[src/rtl/viterbi_pkg.sv]
// Shared constants and trellis helpers for the K=3, rate-1/2 (7/5 octal) code.
// Used by conv_encoder and viterbi_decoder.
package viterbi_pkg;

  localparam int unsigned NSTATES = 4;
  localparam int unsigned PM_INIT = 8;

  localparam logic [2:0] G0 = 3'b111;
  localparam logic [2:0] G1 = 3'b101;

  typedef logic [1:0] sym_t;
  typedef logic [1:0] state_t;

  // Expected code symbol {G0 out, G1 out} leaving {s1,s2} on input u.
  function automatic sym_t exp_sym(input state_t state, input logic u);
    logic [2:0] taps;
    taps = {u, state};
    return {^(taps & G0), ^(taps & G1)};
  endfunction

  // Hamming distance between two 2-bit symbols (0..2).
  function automatic logic [1:0] ham2(input sym_t a, input sym_t b);
    sym_t x;
    x = a ^ b;
    return {1'b0, x[1]} + {1'b0, x[0]};
  endfunction

  // Predecessor of next state {u,s1} whose oldest bit is s2.
  function automatic state_t pred_of(input state_t nxt, input logic s2);
    return {nxt[0], s2};
  endfunction

  // Information bit that leads into next state {u,s1}.
  function automatic logic in_bit(input state_t nxt);
    return nxt[1];
  endfunction

endpackage

[src/rtl/viterbi_decoder.sv]
// Hard-decision register-exchange Viterbi decoder, K=3 rate-1/2 (7/5 octal).
// One symbol consumed and one bit emitted per enabled cycle; latency TB_DEPTH-1.
// Optional SVA checks compile in when VITERBI_ASSERT_EN is defined.
module viterbi_decoder
  import viterbi_pkg::*;
#(
  parameter int unsigned TB_DEPTH = 16,
  parameter int unsigned PM_W     = 6
) (
  input  logic       clk,
  input  logic       rst,
  input  logic       enable,
  input  logic [1:0] d_in,
  output logic       d_out
);

  localparam logic [PM_W-1:0] PM_MAX = {PM_W{1'b1}};
  localparam logic [PM_W-1:0] PM_RST = PM_W'(PM_INIT);

  logic [PM_W-1:0]     pm       [NSTATES];
  logic [TB_DEPTH-1:0] surv     [NSTATES];

  logic [PM_W-1:0]     cand0    [NSTATES];
  logic [PM_W-1:0]     cand1    [NSTATES];
  logic                sel      [NSTATES];
  logic [PM_W-1:0]     pm_acs   [NSTATES];
  logic [TB_DEPTH-1:0] surv_sel [NSTATES];
  logic [TB_DEPTH-1:0] surv_nxt [NSTATES];
  logic [PM_W-1:0]     pm_nxt   [NSTATES];
  logic [PM_W-1:0]     pm_min;
  state_t              best;

  // Saturating metric add; saturation only guards against wrap.
  function automatic logic [PM_W-1:0] add_sat(input logic [PM_W-1:0] a,
                                              input logic [1:0]      b);
    logic [PM_W:0] s;
    s = {1'b0, a} + {{(PM_W-1){1'b0}}, b};
    return (s > {1'b0, PM_MAX}) ? PM_MAX : s[PM_W-1:0];
  endfunction

  // Add-compare-select and register-exchange survivor update per next state.
  always_comb begin
    for (int unsigned ns = 0; ns < NSTATES; ns++) begin
      cand0[2'(ns)] = add_sat(pm[pred_of(2'(ns), 1'b0)],
                              ham2(d_in, exp_sym(pred_of(2'(ns), 1'b0), in_bit(2'(ns)))));
      cand1[2'(ns)] = add_sat(pm[pred_of(2'(ns), 1'b1)],
                              ham2(d_in, exp_sym(pred_of(2'(ns), 1'b1), in_bit(2'(ns)))));
      // Strict compare so a tie keeps the s2=0 predecessor.
      sel[2'(ns)]      = (cand1[2'(ns)] < cand0[2'(ns)]);
      pm_acs[2'(ns)]   = sel[2'(ns)] ? cand1[2'(ns)] : cand0[2'(ns)];
      surv_sel[2'(ns)] = sel[2'(ns)] ? surv[pred_of(2'(ns), 1'b1)]
                                     : surv[pred_of(2'(ns), 1'b0)];
      surv_nxt[2'(ns)] = {surv_sel[2'(ns)][TB_DEPTH-2:0], in_bit(2'(ns))};
    end
  end

  // Minimum metric, normalization and best-state pick (lowest index on tie).
  always_comb begin
    pm_min = PM_MAX;
    best   = '0;
    for (int unsigned ns = 0; ns < NSTATES; ns++) begin
      if (pm_acs[2'(ns)] < pm_min) begin
        pm_min = pm_acs[2'(ns)];
      end
      if (pm_acs[2'(ns)] < pm_acs[best]) begin
        best = 2'(ns);
      end
    end
    for (int unsigned ns = 0; ns < NSTATES; ns++) begin
      pm_nxt[2'(ns)] = pm_acs[2'(ns)] - pm_min;
    end
  end

  // Metric, survivor and output registers; everything holds while idle.
  always_ff @(posedge clk) begin
    if (!rst) begin
      for (int unsigned s = 0; s < NSTATES; s++) begin
        pm[2'(s)]   <= (s == 0) ? '0 : PM_RST;
        surv[2'(s)] <= '0;
      end
      d_out <= 1'b0;
    end else if (enable) begin
      for (int unsigned s = 0; s < NSTATES; s++) begin
        pm[2'(s)]   <= pm_nxt[2'(s)];
        surv[2'(s)] <= surv_nxt[2'(s)];
      end
      d_out <= surv_nxt[best][TB_DEPTH-1];
    end
  end

`ifdef VITERBI_ASSERT_EN
  a_norm_zero: assert property (@(posedge clk) disable iff (!rst)
    enable |-> (pm_nxt[best] == '0));
  a_no_sat: assert property (@(posedge clk) disable iff (!rst)
    enable |-> (pm_acs[0] != PM_MAX && pm_acs[1] != PM_MAX &&
                pm_acs[2] != PM_MAX && pm_acs[3] != PM_MAX));
  a_din_known: assert property (@(posedge clk) disable iff (!rst)
    enable |-> !$isunknown(d_in));
`endif

endmodule

[config.mk]
export PLATFORM = sky130hd
export DESIGN_NAME = viterbi_decoder
export DESIGN_NICKNAME = d
export VERILOG_FILES = /design/src/rtl/viterbi_pkg.sv /design/src/rtl/viterbi_decoder.sv
export SDC_FILE = /design/constraint.sdc
export NUM_CORES = 1
export LEC_CHECK = 0
export BUFFER_PORTS_ARGS = -buffer_cell sky130_fd_sc_hd__buf_2
export CAP_MARGIN = 20
export CELL_PAD_IN_SITES_DETAIL_PLACEMENT = 1
export CELL_PAD_IN_SITES_GLOBAL_PLACEMENT = 1
export CORE_MARGIN = 2
export CORE_UTILIZATION = 50
export DETAILED_ROUTE_END_ITERATION = 16
export GPL_TIMING_DRIVEN = 1
export PLACE_DENSITY_LB_ADDON = 0.25
export SLEW_MARGIN = 20
export SYNTH_ARGS = -nofsm -noshare
export SYNTH_HDL_FRONTEND = slang
export SYNTH_SLANG_ARGS = --single-unit
export TNS_END_PERCENT = 5
[constraint.sdc]
create_clock -name clk -period 15.7 [get_ports clk]
set_input_delay 1.57 -clock clk [delete_from_list [all_inputs] [get_ports clk]]
set_output_delay 1.57 -clock clk [all_outputs]
set_load 0.01 [all_outputs]
==> results.ini, run 1 <==
[final_layout]
final_cell_mix=nor2_1 (115), ha_1 (79), edfxtp_1 (79)
nNetsFinal=950
area_growth_pct=7.60
register_area_um2=2410
drive_above_1_share_pct=10.3
post-route-util_pct=54.5
multi_input_area_um2=5210
final_common_cell=nor2_1
fillers=1814
diodes=0
fin_cells=1083

[global_routing]
antenna_found_initial=0
gr-total-overflow=0
grt_max_degree=80
grt_pass1_wl_mm=38.0
grt_usage_pct=29.0
grt_pass1_vias=7046

[floorplan]
dieHeight_um=130
die_x_um=130
start_util_pct=50.6
floorplan.rows=46
die-area_um2=16900
io_pins=6
core-area_um2=15700

[placed_design]
io_buffers=5
dp.cells=1065
pre_cts_ws_ns=2.04
place.gp.congestion=0.916
detailed_place_hpwl_mm=18.2

[timing]
finalSetupTns_ns=0
period_share_pct=86.6
fin_ws_ns=2.10
post-route-min-period_ns=13.60
fin_skew_ns=0.00657
finalSetupViolCount=0
maxSlewViolCount=0
worst_pin_slew_ns=0.978
fmax_mhz=73.5
hold_viol_final=0
slew_headroom_pct=34.8
rsz0062_at_grt=false

[clocking]
htree_levels=3
insertion_delay_ns=0.34
clock_sinks=81
cts.hold.buffers_added=0
cts_resized=0
cts_buffers=9
path_clk_slew_ns=0.06
cts_setup_buffers=0
cts.path.max_buffers=2
cts-root-buf=clkbuf_16
cts_tree=yes

[worst_setup_path]
worstReg2RegStart=pm[1][1]
startpoint=d_in[0]
slowest_delay_ns=0.80
cpMostUsedCell=ha_1
cp_data_arrival_time_ns=13.67
crit_type=in -> reg
start_kind=input port
slowest_stage=a31oi_4
cp_max_fo=21
crit_required_ns=15.76
worstSetupEndpointType=flip-flop

[yosys]
ys_seq_area_share_pct=30.3
synth_area_leader_cell=edfxtp_1
async_flop_share_pct=0
syn_area_um2=7950
avgSynthCellArea_um2=9.13
synth_ff_type=edfxtp_1
synth_area_leaders=edfxtp_1 (30%), ha_1 (12%), mux2i_1 (9.8%), nor2_1 (5.4%), nand2_1 (2.8%)
synth_enable_flop_cells=79
ys_seq_elements=81
ys_types=87
syn_nets=959
synth_warnings=0
synth_top_area_share_pct=29.8
netlist_instances=871

[min_path]
hold_path.class=reg -> reg
worstHoldStart=surv[2][0]

[status]
status=finished, final reports clean

[job]
drv_cap=0

[detailed_routing]
ant_nets=0
avgViaCountPerCell=6.29
drtIter0Drc=436
post_drt_wl_per_cell_um=22.0
via_count=6811
postRouteWirelength_mm=23.8
drc_errors=0
dr.pass1.iters=5

metrics by stage:
step | cell area, um^2 | hold slack, ns
floorplan | 7950 | 0.461
global placement | 8190 | 0.486
detailed placement | 8190 | 0.505
CTS | 8510 | 0.518
global route | 8560 | 0.539
finish | 8560 | 0.511
Yosys cell counts (16+ instances only):
| master | n |
|---|---|
| a21o_1 | 22 |
| a21oi_1 | 43 |
| a31oi_1 | 16 |
| clkbuf_1 | 20 |
| edfxtp_1 | 79 |
| ha_1 | 79 |
| inv_1 | 53 |
| mux2i_1 | 78 |
| nand2_1 | 59 |
| nand3_1 | 23 |
| nor2_1 | 115 |
| o21ai_0 | 42 |
worst paths after layout:
| check | end | slack, ns | depth (start not counted) |
|---|---|---|---|
| max | pm[3][4] | 2.10 | 48 |
| min | surv[2][0] | 0.51 | 1 |
| max reg2reg | pm[3][4] | 3.40 | 45 |
| min reg2reg | surv[2][0] | 0.51 | 1 |
metal layers:
layer | vias up | wire [um] | part of all wire, % | global-route usage [%]
met3 | 53 | 998 | 4.2 | 3.73
met5 | - | 0 | 0 | 0
met1 | 3383 | 10900 | 46 | 39.4
met2 | 179 | 11200 | 47 | 48.2
met4 | 0 | 697 | 2.9 | 8.86
li1 | 3196 | - | - | -
state kept, by name, summed over array words and instances (netlist names):
register / flops
surv: 56
d_out: 1
pm: 24
critical path, delay by kind of cell:
| kind | cells | cell delay [ns] |
|---|---|---|
| xor+xnor | 1 | 0.18 |
| mux | 3 | 1.59 |
| buf+inv | 6 | 0.61 |
| fa+ha+maj | 10 | 2.82 |
| simple gates | 7 | 1.73 |
| compound gates | 21 | 5.12 |
area by class of cell:
cell class                      count  area share [%]
Timing Repair Buffer               17            1.58
Inverter                           57            2.50
Tap cell                          216            3.16
Sequential cell                    81            28.2
Clock inverter                      7            1.10
Multi-Input combinational cell    696            60.8
Clock buffer                        9            2.63
cells by family (layout without fill, tap and decap cells):
group / count (synthesis) / count (layout) / share of synthesized area (%)
compound gates: 212 / 212 / 19.8
flops: 81 / 81 / 30.3
fa+ha+maj: 87 / 87 / 14.0
xor+xnor: 24 / 24 / 2.74
simple gates: 280 / 280 / 16.2
mux: 93 / 93 / 12.1
buf+inv: 94 / 90 / 4.80
Power of run 1 is left out: the tool's default activity adds up to more than one toggle a clock period on the data nets, which glitch-free logic cannot reach.
==> run 2: changes to the inputs <==
--- a/config.mk
+++ b/config.mk
@@ -5,7 +5,7 @@
 export SDC_FILE = /design/constraint.sdc
 export NUM_CORES = 1
 export LEC_CHECK = 0
-export BUFFER_PORTS_ARGS = -buffer_cell sky130_fd_sc_hd__buf_2
+export BUFFER_PORTS_ARGS = -buffer_cell sky130_fd_sc_hd__clkbuf_2
 export CAP_MARGIN = 20
 export CELL_PAD_IN_SITES_DETAIL_PLACEMENT = 1
 export CELL_PAD_IN_SITES_GLOBAL_PLACEMENT = 1
==> run 2 against run 1 <==
Against the previous run: sequential share of layout area increased by 0.095 points; largest cell class unchanged; design area decreased by 0.34%; die area unchanged; highest routed layer unchanged.
==> results.ini, run 2 (same netlist as run 1, synthesis figures left out) <==
[status]
status=finished, final reports clean

[global_routing]
grt_pass1_vias=7004  ; -0.60%
gr-total-overflow=0  ; unchanged
grt_pass1_wl_mm=37.8  ; -0.58%
antenna_found_initial=0  ; unchanged
grt_max_degree=80  ; unchanged
grt_usage_pct=29.1  ; +0.16 points

[job]
drv_cap=0  ; unchanged

[placed_design]
place.gp.congestion=0.966  ; +5.4%
io_buffers=5  ; unchanged
detailed_place_hpwl_mm=18.8  ; +3.0%

[detailed_routing]
drtIter0Drc=504  ; +16%
ant_nets=0  ; unchanged
drc_errors=0  ; unchanged
avgViaCountPerCell=6.30  ; +0.22%
postRouteWirelength_mm=24.3  ; +2.1%
post_drt_wl_per_cell_um=22.5  ; +2.2%
dr.pass1.iters=5  ; unchanged
via_count=6820  ; +0.13%

[floorplan]
dieHeight_um=130  ; unchanged
core-area_um2=15700  ; unchanged
io_pins=6  ; unchanged
die-area_um2=16900  ; unchanged
start_util_pct=50.6  ; unchanged
die_x_um=130  ; unchanged
floorplan.rows=46  ; unchanged

[timing]
worst_pin_slew_ns=1.00  ; +0.0223 ns
finalSetupTns_ns=0  ; unchanged
slew_headroom_pct=33.3  ; -1.5 points
finalSetupViolCount=0  ; unchanged
post-route-min-period_ns=13.76  ; +0.159 ns
period_share_pct=87.6  ; +1.0 points
fmax_mhz=72.7  ; -1.2%
rsz0062_at_grt=false
fin_skew_ns=0.00922  ; +0.00265 ns
maxSlewViolCount=0  ; unchanged
hold_viol_final=0  ; unchanged

[worst_setup_path]
worstReg2RegStart=pm[1][1]
crit_type=in -> reg
critPathTopFamily=compound AO/OA/AOI/OAI gates
crit_buf_inv=5  ; -1
slowest_stage=a31oi_4
cpMostUsedCell=ha_1
slowest_delay_ns=0.82  ; +0.02 ns
cp_data_arrival_time_ns=13.84  ; +0.17 ns
startpoint=d_in[0]
cp_max_fo=21  ; unchanged
crit_required_ns=15.78  ; +0.02 ns
start_kind=input port
worstSetupEndpointType=flip-flop

[final_layout]
fillers=1773  ; -2.3%
multi_input_area_um2=5210  ; about the same
diodes=0  ; unchanged
final_cell_mix=nor2_1 (115), ha_1 (79), edfxtp_1 (79)
area_growth_pct=7.24
reg_top3=surv (56), pm (24), d_out (1)
register_area_um2=2410  ; unchanged
regMostFlops=surv
largest_reg_flops=56  ; unchanged
nNetsFinal=949  ; -0.11%
final_common_cell=nor2_1
drive_above_1_share_pct=10.2  ; -0.10 points

[clocking]
htree_levels=3  ; unchanged
cts.path.max_buffers=2  ; unchanged
insertion_delay_ns=0.34  ; about the same
cts.hold.buffers_added=0  ; unchanged
cts_resized=0  ; unchanged
cts_tree=yes
path_clk_slew_ns=0.06  ; about the same
clock_sinks=81  ; unchanged
cts-root-buf=clkbuf_16
cts_setup_buffers=0  ; unchanged
cts_buffers=9  ; unchanged

[min_path]
hold_path.class=reg -> reg
worstHoldStart=surv[2][0]

run 2: changes by cell type in the layout (fill, tap and decap cells not counted):
cell	delta
clkbuf_4	-1
a21oi_1	-1
buf_2	-5
clkinvlp_4	-1
clkinv_4	+1
bufinv_16	-1
clkinv_1	+1
clkbuf_2	+5
a21oi_2	+1
run 2: per-layer routing:
layer | vias up | share of wire, % | GRT usage [%]
met4 | 0 | 2.2 | 7.72
li1 | 3195 | - | -
met5 | - | 0 | 0
met3 | 45 | 3.7 | 4.47
met2 | 186 | 48 | 49.1
met1 | 3394 | 46 | 39.2
run 2: final cells by class:
cell class | count | share of cell area (%)
clock inverter | 7 | 0.807
clock buffer | 9 | 2.64
timing repair buffer | 16 | 1.50
inverter | 57 | 2.51
multi-input combinational | 696 | 61.1
sequential | 81 | 28.3
tap | 216 | 3.17
run 2: per-stage QoR:
stage	instances	hold slack, ns	utilization, %	worst slack, ns	area (um^2)
floorplan	871	0.461	-	4.27	7950
global placement	1065	0.487	52.1	2.59	8190
detailed placement	1065	0.496	52.1	1.84	8190
CTS	1081	0.511	54.0	2.13	8490
global route	1082	0.533	54.3	1.09	8530
finish	1082	0.514	54.3	1.94	8530
run 2: path summary, 6_finish.rpt:
| check | depth (start not counted) | endpoint | slack, ns |
|---|---|---|---|
| worst max register to register | 44 | pm[2][5] | 3.24 |
| worst max-delay path | 47 | pm[2][5] | 1.94 |
| worst min-delay path | 1 | surv[2][0] | 0.51 |
| worst min register to register | 1 | surv[2][0] | 0.51 |
Power of run 2 is left out for the same reason.
==> run 3: changes to the inputs <==
--- a/config.mk
+++ b/config.mk
@@ -14,6 +14,7 @@
 export DETAILED_ROUTE_END_ITERATION = 16
 export GPL_TIMING_DRIVEN = 1
 export PLACE_DENSITY_LB_ADDON = 0.25
+export REMOVE_ABC_BUFFERS = 1
 export SLEW_MARGIN = 20
 export SYNTH_ARGS = -nofsm -noshare
 export SYNTH_HDL_FRONTEND = slang
==> run 3 against run 2 <==
Against the previous run: non-clock buffer count is the same; utilization grew 0.10 points; largest cell class unchanged; global-route usage grew 0.17 points; worst hold slack gained 0.023 ns; register-to-register slack gained 0.14 ns; die area is the same; design area grew 0.19%; sequential cell count is the same; critical endpoint unchanged; count of clock-buffer cells in the layout grew 1; cell count is the same; clock skew is essentially flat; highest routed layer unchanged.
==> results.ini, run 3 (same netlist as run 1, synthesis figures left out) <==
[worst_setup_path]
crit_type=in -> reg
r2r_cells=44  ; unchanged
crit_required_ns=15.87  ; +0.09 ns
cpMostUsedCell=ha_1
start_kind=input port
slowest_stage=a31oi_4
cp_max_fo=21  ; unchanged
worstSetupEndpointType=flip-flop
cp_data_arrival_time_ns=13.74  ; -0.10 ns
slowest_delay_ns=0.80  ; -0.02 ns

[clocking]
cts_tree=yes
cts.hold.buffers_added=0  ; unchanged
cts.path.max_buffers=2  ; unchanged
insertion_delay_ns=0.34  ; about the same
path_clk_slew_ns=0.06  ; about the same
clock_sinks=81  ; unchanged
htree_levels=3  ; unchanged
cts_resized=0  ; unchanged
cts-root-buf=clkbuf_16
cts_setup_buffers=0  ; unchanged
cts_buffers=9  ; unchanged

[global_routing]
antenna_found_initial=0  ; unchanged
grt_usage_pct=29.3  ; +0.17 points
grt_max_degree=80  ; unchanged
grt_pass1_wl_mm=38.1  ; +0.80%
gr-total-overflow=0  ; unchanged
grt_pass1_vias=7169  ; +2.4%

[timing]
worst_pin_slew_ns=1.08  ; +0.0764 ns
slew_headroom_pct=28.2  ; -5.1 points
fin_skew_ns=0.00885  ; -0.000376 ns
hold_viol_final=0  ; unchanged
maxSlewViolCount=0  ; unchanged
fmax_mhz=73.7  ; +1.4%
period_share_pct=86.4  ; -1.2 points
finalSetupTns_ns=0  ; unchanged
rsz0062_at_grt=false
finalSetupViolCount=0  ; unchanged
post-route-min-period_ns=13.56  ; -0.195 ns

[min_path]
hold_path.class=reg -> reg
min_path_cells=2  ; +1

[final_layout]
final_common_cell=nor2_1
drive_above_1_share_pct=10.3  ; +0.12 points
multi_input_area_um2=5200  ; -0.22%
final_cell_mix=nor2_1 (115), ha_1 (79), edfxtp_1 (79)
largest_reg_flops=56  ; unchanged
reg_top3=surv (56), pm (24), d_out (1)
nNetsFinal=949  ; unchanged
area_growth_pct=7.44
fillers=1786  ; +0.73%
diodes=0  ; unchanged
regMostFlops=surv
register_area_um2=2410  ; unchanged

[detailed_routing]
drc_errors=0  ; unchanged
avgViaCountPerCell=6.27  ; -0.47%
postRouteWirelength_mm=24.2  ; -0.27%
dr.pass1.iters=5  ; unchanged
post_drt_wl_per_cell_um=22.4  ; -0.27%
drtIter0Drc=539  ; +6.9%
ant_nets=0  ; unchanged
via_count=6788  ; -0.47%

[floorplan]
dieHeight_um=130  ; unchanged
floorplan.rows=46  ; unchanged
die-area_um2=16900  ; unchanged
start_util_pct=50.6  ; unchanged
die_x_um=130  ; unchanged
io_pins=6  ; unchanged
core-area_um2=15700  ; unchanged

[job]
drv_cap=0  ; unchanged

[placed_design]
detailed_place_hpwl_mm=18.5  ; -1.5%
io_buffers=5  ; unchanged
place.gp.congestion=0.969  ; +0.31%

[status]
status=finished, final reports clean

==> run 3: metal layers <==
metal | wire length (um) | track usage, %
met1 | 10800 | 37.9
met2 | 11900 | 51.0
met3 | 1110 | 4.76
met4 | 482 | 7.78
met5 | 0 | 0
==> run 3: area by class of cell <==
type | instances | share of cell area [%]
Inverter | 57 | 2.50
Timing Repair Buffer | 16 | 1.23
Clock inverter | 6 | 1.35
Sequential cell | 81 | 28.2
Tap cell | 216 | 3.16
Clock buffer | 10 | 2.68
Multi-Input combinational cell | 696 | 60.8
==> run 3: metrics by stage <==
step | setup slack (ns) | instance area (um^2) | std cells | hold WS [ns] | util, %
floorplan | 3.36 | 7790 | 834 | 0.461 | -
global placement | 2.63 | 8190 | 1065 | 0.484 | 52.1
detailed placement | 2.03 | 8190 | 1065 | 0.504 | 52.1
CTS | 2.31 | 8540 | 1081 | 0.540 | 54.3
global route | 1.29 | 8550 | 1082 | 0.560 | 54.4
finish | 2.14 | 8550 | 1082 | 0.537 | 54.4
==> run 3: critical path: cells and delay by family <==
kind	cells	cell delay, ns
buf+inv	5	0.52
mux	4	1.83
fa+ha+maj	9	2.54
simple gates	9	1.90
compound gates	20	5.33
==> run 3: path summary, 6_finish.rpt <==
path	startpoint	endpoint	slack, ns
worst max-delay path	d_in[0]	pm[2][5]	2.14
worst min-delay path	d_out	d_out	0.54
worst max register to register	pm[1][1]	pm[2][5]	3.38
worst min register to register	d_out	d_out	0.54
Power of run 3 is left out for the same reason.
